### config.mk
export PLATFORM = sky130hd
export DESIGN_NAME = serial_frame_transmitter
export DESIGN_NICKNAME = d
export VERILOG_FILES = /design/src/rtl/serial_frame_transmitter_pkg.sv /design/src/rtl/serial_frame_transmitter_load_down_counter.sv /design/src/rtl/serial_frame_transmitter.sv
export SDC_FILE = /design/constraint.sdc
export NUM_CORES = 1
export LEC_CHECK = 0
export CAP_MARGIN = 20
export CELL_PAD_IN_SITES_DETAIL_PLACEMENT = 0
export CELL_PAD_IN_SITES_GLOBAL_PLACEMENT = 1
export CORE_MARGIN = 1.5
export CORE_UTILIZATION = 43
export CTS_BUF_LIST = sky130_fd_sc_hd__clkbuf_8
export DETAILED_ROUTE_END_ITERATION = 16
export GPL_TIMING_DRIVEN = 0
export PLACE_DENSITY = 0.83
export SLEW_MARGIN = 20
export SYNTH_ARGS = -nofsm -noshare
export SYNTH_HDL_FRONTEND = slang
export SYNTH_SLANG_ARGS = --single-unit
### constraint.sdc
create_clock -name Clk -period 4.2 [get_ports Clk]
set_clock_uncertainty 0.15 [all_clocks]
set_input_delay 0.84 -clock Clk [delete_from_list [all_inputs] [get_ports Clk]]
set_output_delay 0.84 -clock Clk [all_outputs]
set_load 0.01 [all_outputs]
### src/rtl/serial_frame_transmitter_pkg.sv
// Shared types and sizing for the serial frame transmitter.
// Holds the FSM state enum, the default length-field width and the bit-index width helper.
package serial_frame_transmitter_pkg;

    typedef enum logic [1:0] {
        ST_IDLE,
        ST_LEN,
        ST_XMIT,
        ST_DONE
    } state_e;

    localparam int CNT_W_DEF = 4;

    // Width of the LEN bit index: must hold 0..cnt_w.
    function automatic int idx_width(input int cnt_w);
        return $clog2(cnt_w + 1);
    endfunction

    localparam int IDX_W_DEF = idx_width(CNT_W_DEF);

endpackage

### src/rtl/serial_frame_transmitter_load_down_counter.sv
// W-bit down counter with synchronous active-low clear, parallel load and decrement.
// Ports: clk, clr_n (sync clear), load/load_val (load wins over dec), dec, count.
module load_down_counter
    import serial_frame_transmitter_pkg::*;
#(
    parameter int W = CNT_W_DEF
) (
    input  logic         clk,
    input  logic         clr_n,
    input  logic         load,
    input  logic [W-1:0] load_val,
    input  logic         dec,
    output logic [W-1:0] count
);

    logic [W-1:0] count_q;
    logic [W-1:0] count_d;

    always_comb begin
        count_d = count_q;
        if (load) begin
            count_d = load_val;
        end else if (dec) begin
            count_d = count_q - W'(1);
        end
    end

    always_ff @(posedge clk) begin
        if (!clr_n) begin
            count_q <= '0;
        end else begin
            count_q <= count_d;
        end
    end

    assign count = count_q;

endmodule

### src/rtl/serial_frame_transmitter.sv
// Takes the serial line after a Start pulse: reads a CNT_W-bit length (MSB first), forwards that many payload bits.
// Ports: Clk, Rst (sync active-low), Start, SerIn -> SerOut, Valid, Busy, Done, Count (remaining bits).
module serial_frame_transmitter
    import serial_frame_transmitter_pkg::*;
#(
    parameter int CNT_W = CNT_W_DEF
) (
    input  logic             Clk,
    input  logic             Rst,
    input  logic             Start,
    input  logic             SerIn,
    output logic             SerOut,
    output logic             Valid,
    output logic             Busy,
    output logic             Done,
    output logic [CNT_W-1:0] Count
);

    localparam int IDX_W = idx_width(CNT_W);
    localparam logic [IDX_W-1:0] IDX_LAST = IDX_W'(CNT_W - 1);

    state_e state_q;
    state_e state_d;

    logic [CNT_W-1:0] len_q;
    logic [CNT_W-1:0] len_d;
    logic [CNT_W-1:0] len_shift;
    logic [IDX_W-1:0] idx_q;
    logic [IDX_W-1:0] idx_d;
    logic             cnt_load;
    logic             cnt_dec;

    // Length register with the current line bit shifted in at the LSB.
    assign len_shift = CNT_W'({len_q, SerIn});

    always_comb begin
        state_d  = state_q;
        len_d    = len_q;
        idx_d    = idx_q;
        cnt_load = 1'b0;
        cnt_dec  = 1'b0;
        unique case (state_q)
            ST_IDLE: begin
                len_d = '0;
                idx_d = '0;
                if (Start) begin
                    state_d = ST_LEN;
                end
            end
            ST_LEN: begin
                len_d = len_shift;
                idx_d = idx_q + IDX_W'(1);
                if (idx_q == IDX_LAST) begin
                    // Last length bit: load the full field straight into Count.
                    cnt_load = 1'b1;
                    state_d  = (len_shift != '0) ? ST_XMIT : ST_DONE;
                end
            end
            ST_XMIT: begin
                cnt_dec = 1'b1;
                if (Count == CNT_W'(1)) begin
                    state_d = ST_DONE;
                end
            end
            ST_DONE: begin
                state_d = ST_IDLE;
            end
            default: begin
                state_d = ST_IDLE;
            end
        endcase
    end

    always_ff @(posedge Clk) begin
        if (!Rst) begin
            state_q <= ST_IDLE;
            len_q   <= '0;
            idx_q   <= '0;
        end else begin
            state_q <= state_d;
            len_q   <= len_d;
            idx_q   <= idx_d;
        end
    end

    load_down_counter #(
        .W(CNT_W)
    ) u_count (
        .clk     (Clk),
        .clr_n   (Rst),
        .load    (cnt_load),
        .load_val(len_shift),
        .dec     (cnt_dec),
        .count   (Count)
    );

    assign Valid  = (state_q == ST_XMIT);
    assign SerOut = Valid & SerIn;
    assign Busy   = (state_q != ST_IDLE);
    assign Done   = (state_q == ST_DONE);

endmodule

# Word level (Yosys, flattened, before mapping)
# Cells that the tools add are included.
[word_totals]
ff_bits = 12
latchBits = 0
mem_bits_rw = 0
romBits = 0
inputBits = 4
word_cells = 33
n_memories = 0
[op_classes]
add_sub_neg = 2
mul = 0
div_mod_pow = 0
magnitude_cmp = 0
eq_ne = 8
n_shift = 0
muxes = 12
bitwise = 1
reduce_logical = 6
[ops]
columns = ["op", "n"]
rows = [
  ["$pmux W3 S2", 2],
  ["$mux W4", 2],
  ["$pmux W2 S4", 1],
  ["$mux W2", 3],
  ["$reduce_bool A2 Y1", 3],
  ["$eq A2 B2 Y1 const B", 2],
  ["$eq A4 B1 Y1 const B", 1],
  ["$mux W1", 4],
  ["$ne A2 B2 Y1 const B", 2],
  ["$reduce_bool A4 Y1", 1],
  ["$sub A4 B1 Y4 const B", 1],
  ["$add A3 B1 Y3 const B", 1],
  ["$eq A3 B2 Y1 const B", 1],
  ["$reduce_and A3 Y1", 1],
  ["$eq A2 B1 Y1 const B", 1],
  ["$logic_not A2 Y1", 1],
  ["$ne A2 B1 Y1 const B", 1],
  ["$and A1 B1 Y1", 1],
]

# Logic depth before layout (Yosys ltp)
# Gate-level depths: netlist of run 1.
[logic_depth]
depth_word = 4
ltp_mapped = 6

# Cells and area by module
# Synthesis of run 1 repeated with hierarchy kept, for this count alone.
[unflattened]
cells_unflattened = 78
area_unflattened_um2 = 693.2
[by_module_without_submodules]
columns = ["mod", "instances", "cells_each", "area_per_inst_um2"]
rows = [
  ["serial_frame_transmitter", 1, 54, 475.5],
  ["load_down_counter", 1, 24, 217.7],
]

# Least setup slack after synthesis of run 1
# OpenSTA, ideal clock, no wires.
[synth_timing]
kind = "input port to output port"
from = "input port SerIn"
to = "output port SerOut"
arrival_ns = 1.043
slack_ns = 2.167
path_stages = 2
cell_sequence = "inv_1 -> nor2_1"
[synth_between]
elab_chain_cells = 1
[synth_lines]
columns = ["element", "line", "rtl"]
rows = [
  ["start, declared", "serial_frame_transmitter.sv:11", "input logic SerIn,"],
  ["$and A1 B1 Y1", "serial_frame_transmitter.sv:98", "assign SerOut = Valid & SerIn;"],
  ["end, declared", "serial_frame_transmitter.sv:12", "output logic SerOut,"],
]
# Every way passes these cells.

# Worst setup path in the final report of run 1
# Same ends and word-level chain as after synthesis.

==> results of run 1 <==
-- worst max-delay path: stages --
cell and delay, ps:
clkdlybuf4s50_1 520, inv_1 70, nor2_1 100, clkdlybuf4s50_1 540
-- layer usage --
| layer | global-route usage | share of wire | wire length [um] |
|---|---|---|---|
| met5 | 0 | 0 | 0 |
| met4 | 0.131 | 0.014 | 19 |
| met3 | 0.0511 | 0.032 | 42 |
| met2 | 0.270 | 0.47 | 628 |
| met1 | 0.202 | 0.48 | 634 |
-- path summary, 6_finish.rpt --
check,endpoint,slack (ps)
worst min-delay path,u_count.count[1]$_SDFFE_PN0P_,360
worst min register to register,u_count.count[1]$_SDFFE_PN0P_,360
worst max register to register,state_q[1]$_SDFFE_PN0P_,2470
worst max-delay path,SerOut,1140
-- state kept, by name (all words and copies together) (netlist names) --
| register | cells |
|---|---|
| idx_q | 3 |
| u_count.count | 4 |
| len_q | 3 |
| state_q | 2 |
-- final cells by class --
cell class / count / area share
Buffer: 2 / 0.0101
Clock buffer: 4 / 0.0636
Inverter: 9 / 0.0390
Multi-Input combinational cell: 54 / 0.460
Sequential cell: 12 / 0.277
Tap cell: 16 / 0.0231
Timing Repair Buffer: 11 / 0.127
-- through the flow --
stage / instances / total power [mW] / cell area, um2 / setup WS [ps] / util
after global routing: 108 / 0.603 / 866 / 1080 / 0.582
after detailed placement: 104 / 0.436 / 811 / 1130 / 0.545
final: 108 / 0.558 / 866 / 1140 / 0.582
after floorplan: 77 / 0.340 / 681 / 2170 / -
after global placement: 104 / 0.428 / 811 / 1130 / 0.545
after CTS: 108 / 0.568 / 866 / 1130 / 0.582
-- cell families after synthesis --
| logic type | count (synthesis) |
|---|---|
| flip-flops | 12 |
| buffers and inverters | 11 |
| AND/OR/NAND/NOR | 26 |
| multiplexers | 2 |
| adder cells (fa/ha/maj) | 9 |
| XOR/XNOR | 3 |
| AO/OA/AOI/OAI | 14 |
-- cells in the mapped netlist --
library cell / number
dfxtp_1: 12
nor2_1: 11
ha_1: 9
inv_1: 8
a21oi_1: 7
nor3b_1: 5
nand2_1: 4
a211oi_1: 3
mux2i_1: 2
nand2b_1: 2
xnor2_1: 2
a31oi_1: 1
buf_2: 1
clkbuf_1: 1
inv_2: 1
nand3_1: 1
nor3_1: 1
nor4_4: 1
o211ai_1: 1
o221ai_2: 1
o32ai_1: 1
or3_1: 1
xor2_1: 1
-- power by group --
part / switching [mW] / internal [mW] / total [mW]
logic: 0.130 / 0.125 / 0.255
registers: 0.0331 / 0.142 / 0.175
clock network: 0.0452 / 0.0830 / 0.128
total: 0.209 / 0.350 / 0.558
==> flow_summary.ini, run 1 <==
[timing]
worst_pin_slew_ps = 453
period_minus_slack_ps = 3060
rsz0062_at_grt = false
finalMaxSlewViolations = 0
fmax_mhz = 326
slew_headroom = 0.698
hold_violations = 0
setup_viol = 0
hold_ws_ps = 355
fin_crit_sh = 0.729
timing.setup.tns_ps = 0

[setup_path]
required_ps = 3210
timing.rr.start = state_q[0]$_SDFFE_PN0P_
critPathLaunchType = input pin
critPathArrivalTime_ps = 2070
critical_path.endpoint_type = primary output
worstPathMaxFanout = 3
crit_type = input pin to primary output
r2r_cells = 6
startpoint = SerIn

[place]
dp_hpwl_um = 1030
portBuffers = 11
place.gp.congestion = 0.701

[finish]
nNetsFinal = 106
multi_input_comb_area_um2 = 398
fill_cells = 154
final_cell_mix = dfxtp_1, nor2_1, clkdlybuf4s50_1
layout-drive-gt1-share = 0.0870
n_antenna_cell = 0
area_growth_pct = 27.2
final_common_cell = dfxtp_1
seqCellArea_um2 = 240

[yosys]
ys_warn_count = 0
synthCells = 77
yosysTopAreaCellShare = 0.353
yosys.area_share.simple = 0.211
synth_xor_area_frac = 0.0386
synthAdderAreaFrac = 0.165
synth_cell_type_count = 23
synthesis.nets = 90
synth_top_area_cell = dfxtp_1
synth_compound_area_frac = 0.140
syn_area_um2 = 681
synth_area_per_cell_um2 = 8.84
ys_ff_latch = 12
ys_seq_area_frac = 0.353
synth_area_leaders = dfxtp_1, ha_1, nor2_1
synth.area.mux_share = 0.0294
synth_top_family_by_area = simple AND/OR/NAND/NOR gates

[global_routing]
first_global_vias = 526
grt_pass1_wl_um = 2240
grt_max_degree = 11
track_usage = 0.175
gr-total-overflow = 0
antenna_found_initial = 0

[clock_network]
htreeDepth = 1
numCtsBuffers = 3
post_cts_buffers = 0
cts_resized = 0
clk_pin_slew_ps = 50
cts_tree = yes
clock_sinks = 12
holdBufCountCts = 0
insertion_delay_ps = 240
clk_path_buf_depth = 2
clockRootBuffer = clkbuf_8

[worst_hold_path]
hold-path-cell-count = 2
worstHoldStart = len_q[0]$_SDFFE_PN0P_
hold_path.class = flop to flop

[drt]
ant_nets = 0
wirelength_um = 1320
routedWlPerCell_um = 12.3
vias = 560
drtIter0Drc = 5
firstDrtPassIters = 2
drc = 0
via_per_inst = 5.19

[floorplan]
ios = 12
fp-row-count = 14
dieWidth_um = 42.8
die_y_um = 42.8
start_util = 0.457
design.die.area_um2 = 1830
coreArea_um2 = 1490

[run]
maxCapViolCount = 0

[outcome]
status = finished, final reports clean

[power_and_ir_drop]
p_leak_nw = 0.340
power_density_nw_per_um2 = 645
vdd_drop_max_v = 0.000317
Power figures use the tool's default switching activity.
==> run 2: changes to the inputs <==
--- a/config.mk
+++ b/config.mk
@@ -9,11 +9,11 @@
 export CELL_PAD_IN_SITES_DETAIL_PLACEMENT = 0
 export CELL_PAD_IN_SITES_GLOBAL_PLACEMENT = 1
 export CORE_MARGIN = 1.5
-export CORE_UTILIZATION = 43
+export CORE_UTILIZATION = 36
 export CTS_BUF_LIST = sky130_fd_sc_hd__clkbuf_8
 export DETAILED_ROUTE_END_ITERATION = 16
 export GPL_TIMING_DRIVEN = 0
-export PLACE_DENSITY = 0.83
+export PLACE_DENSITY = 0.74
 export SLEW_MARGIN = 20
 export SYNTH_ARGS = -nofsm -noshare
 export SYNTH_HDL_FRONTEND = slang
==> constraint.sdc (replaced) <==
create_clock -name Clk -period 2.8 [get_ports Clk]
set_clock_uncertainty 0.15 [all_clocks]
set_input_delay 0.56 -clock Clk [delete_from_list [all_inputs] [get_ports Clk]]
set_output_delay 0.56 -clock Clk [all_outputs]
set_load 0.01 [all_outputs]
==> flow_summary.ini, run 2 (synthesis gave the netlist of run 1 again) <==
[outcome]
status = finished, final reports clean

[setup_path]
critPathArrivalTime_ps = 1810
crit_type = input pin to primary output
cpPeakStageDelay_ps = 540
critical_path.most_common_cell = clkdlybuf4s50_1
crit_buf_inv = 3
critPathLaunchType = input pin
required_ps = 2090
critical_path.endpoint_type = primary output
slowest_stage = clkdlybuf4s50_1
cpLargestDelayFamily = buffers and inverters
worstPathMaxFanout = 3
rrSetupSlack_ps = 1090
path_cells = clkdlybuf4s50_1 > inv_1 > nor2_1 > clkdlybuf4s50_1
path_depth = 4
r2r_cells = 6

[global_routing]
track_usage = 0.151
first_global_vias = 473
grt_pass1_wl_um = 2140
antenna_found_initial = 0
gr-total-overflow = 0
grt_max_degree = 11

[timing]
setup_viol = 0
timing.setup.tns_ps = 0
period_minus_slack_ps = 2520
worst_pin_slew_ps = 440
rsz0062_at_grt = false
slew_headroom = 0.707
fmax_mhz = 397
hold_violations = 0
fin_crit_sh = 0.900
finalMaxSlewViolations = 0

[drt]
drtIter0Drc = 5
ant_nets = 0
vias = 552
routedWlPerCell_um = 10.8
firstDrtPassIters = 3
wirelength_um = 1270
via_per_inst = 4.72
drc = 0

[floorplan]
ios = 12
die_y_um = 46.5
start_util = 0.390
coreArea_um2 = 1750
dieWidth_um = 46.5
design.die.area_um2 = 2160
fp-row-count = 15

[finish]
multi_input_comb_area_um2 = 398
design_area_um2 = 877
fill_cells = 170
area_growth_pct = 28.9
n_antenna_cell = 0
largest_reg_flops = 4
final_cell_mix = dfxtp_1, nor2_1, clkdlybuf4s50_1
nNetsFinal = 106
layout-drive-gt1-share = 0.0870
seqCellArea_um2 = 240
final_common_cell = dfxtp_1

[place]
dp_hpwl_um = 950
place.gp.congestion = 0.704
placed_area_um2 = 822
portBuffers = 11

[clock_network]
clk_pin_slew_ps = 50
clk_path_buf_depth = 2
htreeDepth = 1
cts_tree = yes
holdBufCountCts = 0
post_cts_buffers = 0
insertion_delay_ps = 250
clockRootBuffer = clkbuf_8
numCtsBuffers = 3
clock_sinks = 12
cts_resized = 0

[worst_hold_path]
hold_path.class = flop to flop
hold-path-cell-count = 2

[power_and_ir_drop]
power_density_nw_per_um2 = 947
p_leak_nw = 0.340
vdd_drop_max_v = 0.000388

[run]
maxCapViolCount = 0
==> run 2: cell counts in the layout (fill, tap and decap cells not counted) <==
Identical to the previous run, type by type.
==> run 2: layer usage <==
metal,wire (um),global-route usage,vias to the layer above
met4,35,0.103,0
met5,0,0,-
li1,-,-,293
met3,46,0.0588,5
met1,622,0.177,245
met2,561,0.222,9
==> run 2: layout make-up <==
| cell class | count | share of cell area |
|---|---|---|
| Buffer | 2 | 0.00999 |
| Clock buffer | 4 | 0.0628 |
| Inverter | 9 | 0.0385 |
| Multi-Input combinational cell | 54 | 0.454 |
| Sequential cell | 12 | 0.274 |
| Tap cell | 25 | 0.0357 |
| Timing Repair Buffer | 11 | 0.126 |
==> run 2: worst paths after layout <==
kind | from | end
min reg2reg | state_q[0]$_SDFFE_PN0P_ | state_q[0]$_SDFFE_PN0P_
max | SerIn | SerOut
max reg2reg | state_q[0]$_SDFFE_PN0P_ | state_q[1]$_SDFFE_PN0P_
min | state_q[0]$_SDFFE_PN0P_ | state_q[0]$_SDFFE_PN0P_
==> run 2: tightest hold or removal path, stage by stage (launching register included) <==
cell and delay, ps:
dfxtp_1 340, nand2_1 70, o32ai_1 60
==> run 2: power breakdown <==
| part | internal [mW] | switching (mW) |
|---|---|---|
| Combinational | 0.187 | 0.190 |
| Clock | 0.125 | 0.0674 |
| Sequential | 0.212 | 0.0497 |
| Total | 0.524 | 0.307 |
==> run 2: metrics by stage <==
step | setup WS [ps] | cells | util | hold WS, ps | power [mW]
after global routing | 206 | 117 | 0.503 | 398 | 0.893
after CTS | 266 | 117 | 0.503 | 363 | 0.844
after floorplan | 1080 | 77 | - | 316 | 0.511
after detailed placement | 273 | 113 | 0.471 | 351 | 0.647
final | 280 | 117 | 0.503 | 366 | 0.831
after global placement | 284 | 113 | 0.471 | 344 | 0.644
==> run 3: changes to the inputs <==
--- a/config.mk
+++ b/config.mk
@@ -9,11 +9,12 @@
 export CELL_PAD_IN_SITES_DETAIL_PLACEMENT = 0
 export CELL_PAD_IN_SITES_GLOBAL_PLACEMENT = 1
 export CORE_MARGIN = 1.5
-export CORE_UTILIZATION = 36
+export CORE_UTILIZATION = 35
 export CTS_BUF_LIST = sky130_fd_sc_hd__clkbuf_8
 export DETAILED_ROUTE_END_ITERATION = 16
 export GPL_TIMING_DRIVEN = 0
-export PLACE_DENSITY = 0.74
+export PLACE_DENSITY = 0.7
+export RECOVER_POWER = 50
 export SLEW_MARGIN = 20
 export SYNTH_ARGS = -nofsm -noshare
 export SYNTH_HDL_FRONTEND = slang
==> constraint.sdc (replaced) <==
create_clock -name Clk -period 2.5 [get_ports Clk]
set_clock_uncertainty 0.15 [all_clocks]
set_input_delay 0.5 -clock Clk [delete_from_list [all_inputs] [get_ports Clk]]
set_output_delay 0.5 -clock Clk [all_outputs]
set_load 0.01 [all_outputs]
==> flow_summary.ini, run 3 (synthesis gave the netlist of run 1 again) <==
[power_and_ir_drop]
power_frac_seq = 0.315
p_int_uw = 588
power_density_nw_per_um2 = 1060
vdd_drop_max_v = 0.000460
switchingPower_uw = 344
comb_power_share = 0.459
swShare = 0.369
p_leak_nw = 0.339
p_clk_frac = 0.225

[clock_network]
clk_pin_slew_ps = 50
clockRootBuffer = clkbuf_8
clock_sinks = 12
post_cts_buffers = 0
holdBufCountCts = 0
insertion_delay_ps = 240
htreeDepth = 1
clk_path_buf_depth = 2
cts_tree = yes
numCtsBuffers = 3
cts_resized = 0

[global_routing]
gr-total-overflow = 0
antenna_found_initial = 0
grt_max_degree = 11
track_usage = 0.144
first_global_vias = 497
grt_pass1_wl_um = 2170

[finish]
final_core_util = 0.493
final_cell_mix = dfxtp_1, nor2_1, clkdlybuf4s50_1
stdcell_count = 117
nNetsFinal = 106
area_growth_pct = 29.2
n_antenna_cell = 0
largest_reg_flops = 4
fill_cells = 185
final_common_cell = dfxtp_1
layout-drive-gt1-share = 0.0978

[setup_path]
slowest_stage = clkdlybuf4s50_1
critPathArrivalTime_ps = 1750
critPathLaunchType = input pin
critical_path.most_common_cell = clkdlybuf4s50_1
cpPeakStageDelay_ps = 540
worstPathMaxFanout = 3
timing.rr.start = state_q[0]$_SDFFE_PN0P_
worstReg2RegEnd = state_q[1]$_SDFFE_PN0P_
critical_path.endpoint_type = primary output
required_ps = 1850
path_cells = clkdlybuf4s50_1 > inv_1 > nor2_1 > clkdlybuf4s50_1
crit_type = input pin to primary output
endpoint = SerOut
crit_buf_inv = 3
r2r_cells = 6
rrSetupSlack_ps = 770
path_depth = 4
startpoint = SerIn
cpLargestDelayFamily = buffers and inverters

[worst_hold_path]
hold_path.class = flop to flop

[timing]
slew_headroom = 0.689
setup_viol = 0
fin_ws_ps = 97.6
fin_crit_sh = 0.961
period_minus_slack_ps = 2400
finalMaxSlewViolations = 0
rsz0062_at_grt = false
hold_violations = 0
fmax_mhz = 416
timing.setup.tns_ps = 0
worst_pin_slew_ps = 467

[place]
pre_cts_slack_ps = 101
place.gp.congestion = 0.685
portBuffers = 11
dp.cells = 113
dp_hpwl_um = 1000

[floorplan]
die_y_um = 47.1
fp-row-count = 15
design.die.area_um2 = 2220
ios = 12
start_util = 0.382
dieWidth_um = 47.1
coreArea_um2 = 1780

[drt]
ant_nets = 0
firstDrtPassIters = 4
via_per_inst = 4.78
drtIter0Drc = 25
wirelength_um = 1310
drc = 0
vias = 559
routedWlPerCell_um = 11.2

[run]
maxCapViolCount = 0

[outcome]
status = finished, final reports clean
[run 3: per-stage QoR]
step	power [mW]	cell area (um2)	hold WS [ps]
global route	1.01	880	387
finish	0.932	880	359
global placement	0.725	822	349
detailed placement	0.727	822	356
floorplan	0.572	681	316
CTS	0.941	877	365
[run 3: power by group through the flow]
stage          clock, mW  sequential [mW]  combinational, mW
3_5_place_dp           0            0.298              0.430
2_1_floorplan          0            0.301              0.271
5_1_grt            0.225            0.302              0.482
3_3_place_gp           0            0.298              0.428
4_1_cts            0.214            0.294              0.432
6_report           0.210            0.294              0.428
[run 3: tightest hold or removal path: stages, from the launching register on]
cell	delay, ps
dfxtp_1	330
nand3_1	70
a21oi_1	50
[run 3: layer usage]
metal,track usage,share of wire,vias to the layer above
met4,0.0833,0.016,0
met3,0.0346,0.049,2
met5,0,0,-
li1,-,-,291
met1,0.189,0.50,250
met2,0.214,0.44,16
[run 3: cell type report]
| type | instances | area (um2) | share of cell area |
|---|---|---|---|
| well taps | 25 | 31.3 | 0.0356 |
| clock buffers | 4 | 55.1 | 0.0626 |
| inverters | 9 | 33.8 | 0.0384 |
| repair buffers | 11 | 110 | 0.125 |
| multi-input cells | 54 | 400 | 0.455 |
| plain buffers | 2 | 8.76 | 0.00996 |
| flip-flops and latches | 12 | 240 | 0.273 |
[run 3: how the worst min path moves through the flow]
| stage | cells after the start | startpoint | slack [ps] | endpoint |
|---|---|---|---|---|
| after floorplan | 2 | len_q[0]$_SDFFE_PN0P_ | 320 | u_count.count[1]$_SDFFE_PN0P_ |
| after global placement | 2 | len_q[0]$_SDFFE_PN0P_ | 350 | u_count.count[1]$_SDFFE_PN0P_ |
| after detailed placement | 2 | state_q[0]$_SDFFE_PN0P_ | 360 | state_q[0]$_SDFFE_PN0P_ |
| after CTS | 2 | len_q[0]$_SDFFE_PN0P_ | 360 | u_count.count[1]$_SDFFE_PN0P_ |
| after global routing | 2 | len_q[0]$_SDFFE_PN0P_ | 390 | u_count.count[1]$_SDFFE_PN0P_ |
| final | 2 | len_q[0]$_SDFFE_PN0P_ | 360 | u_count.count[1]$_SDFFE_PN0P_ |
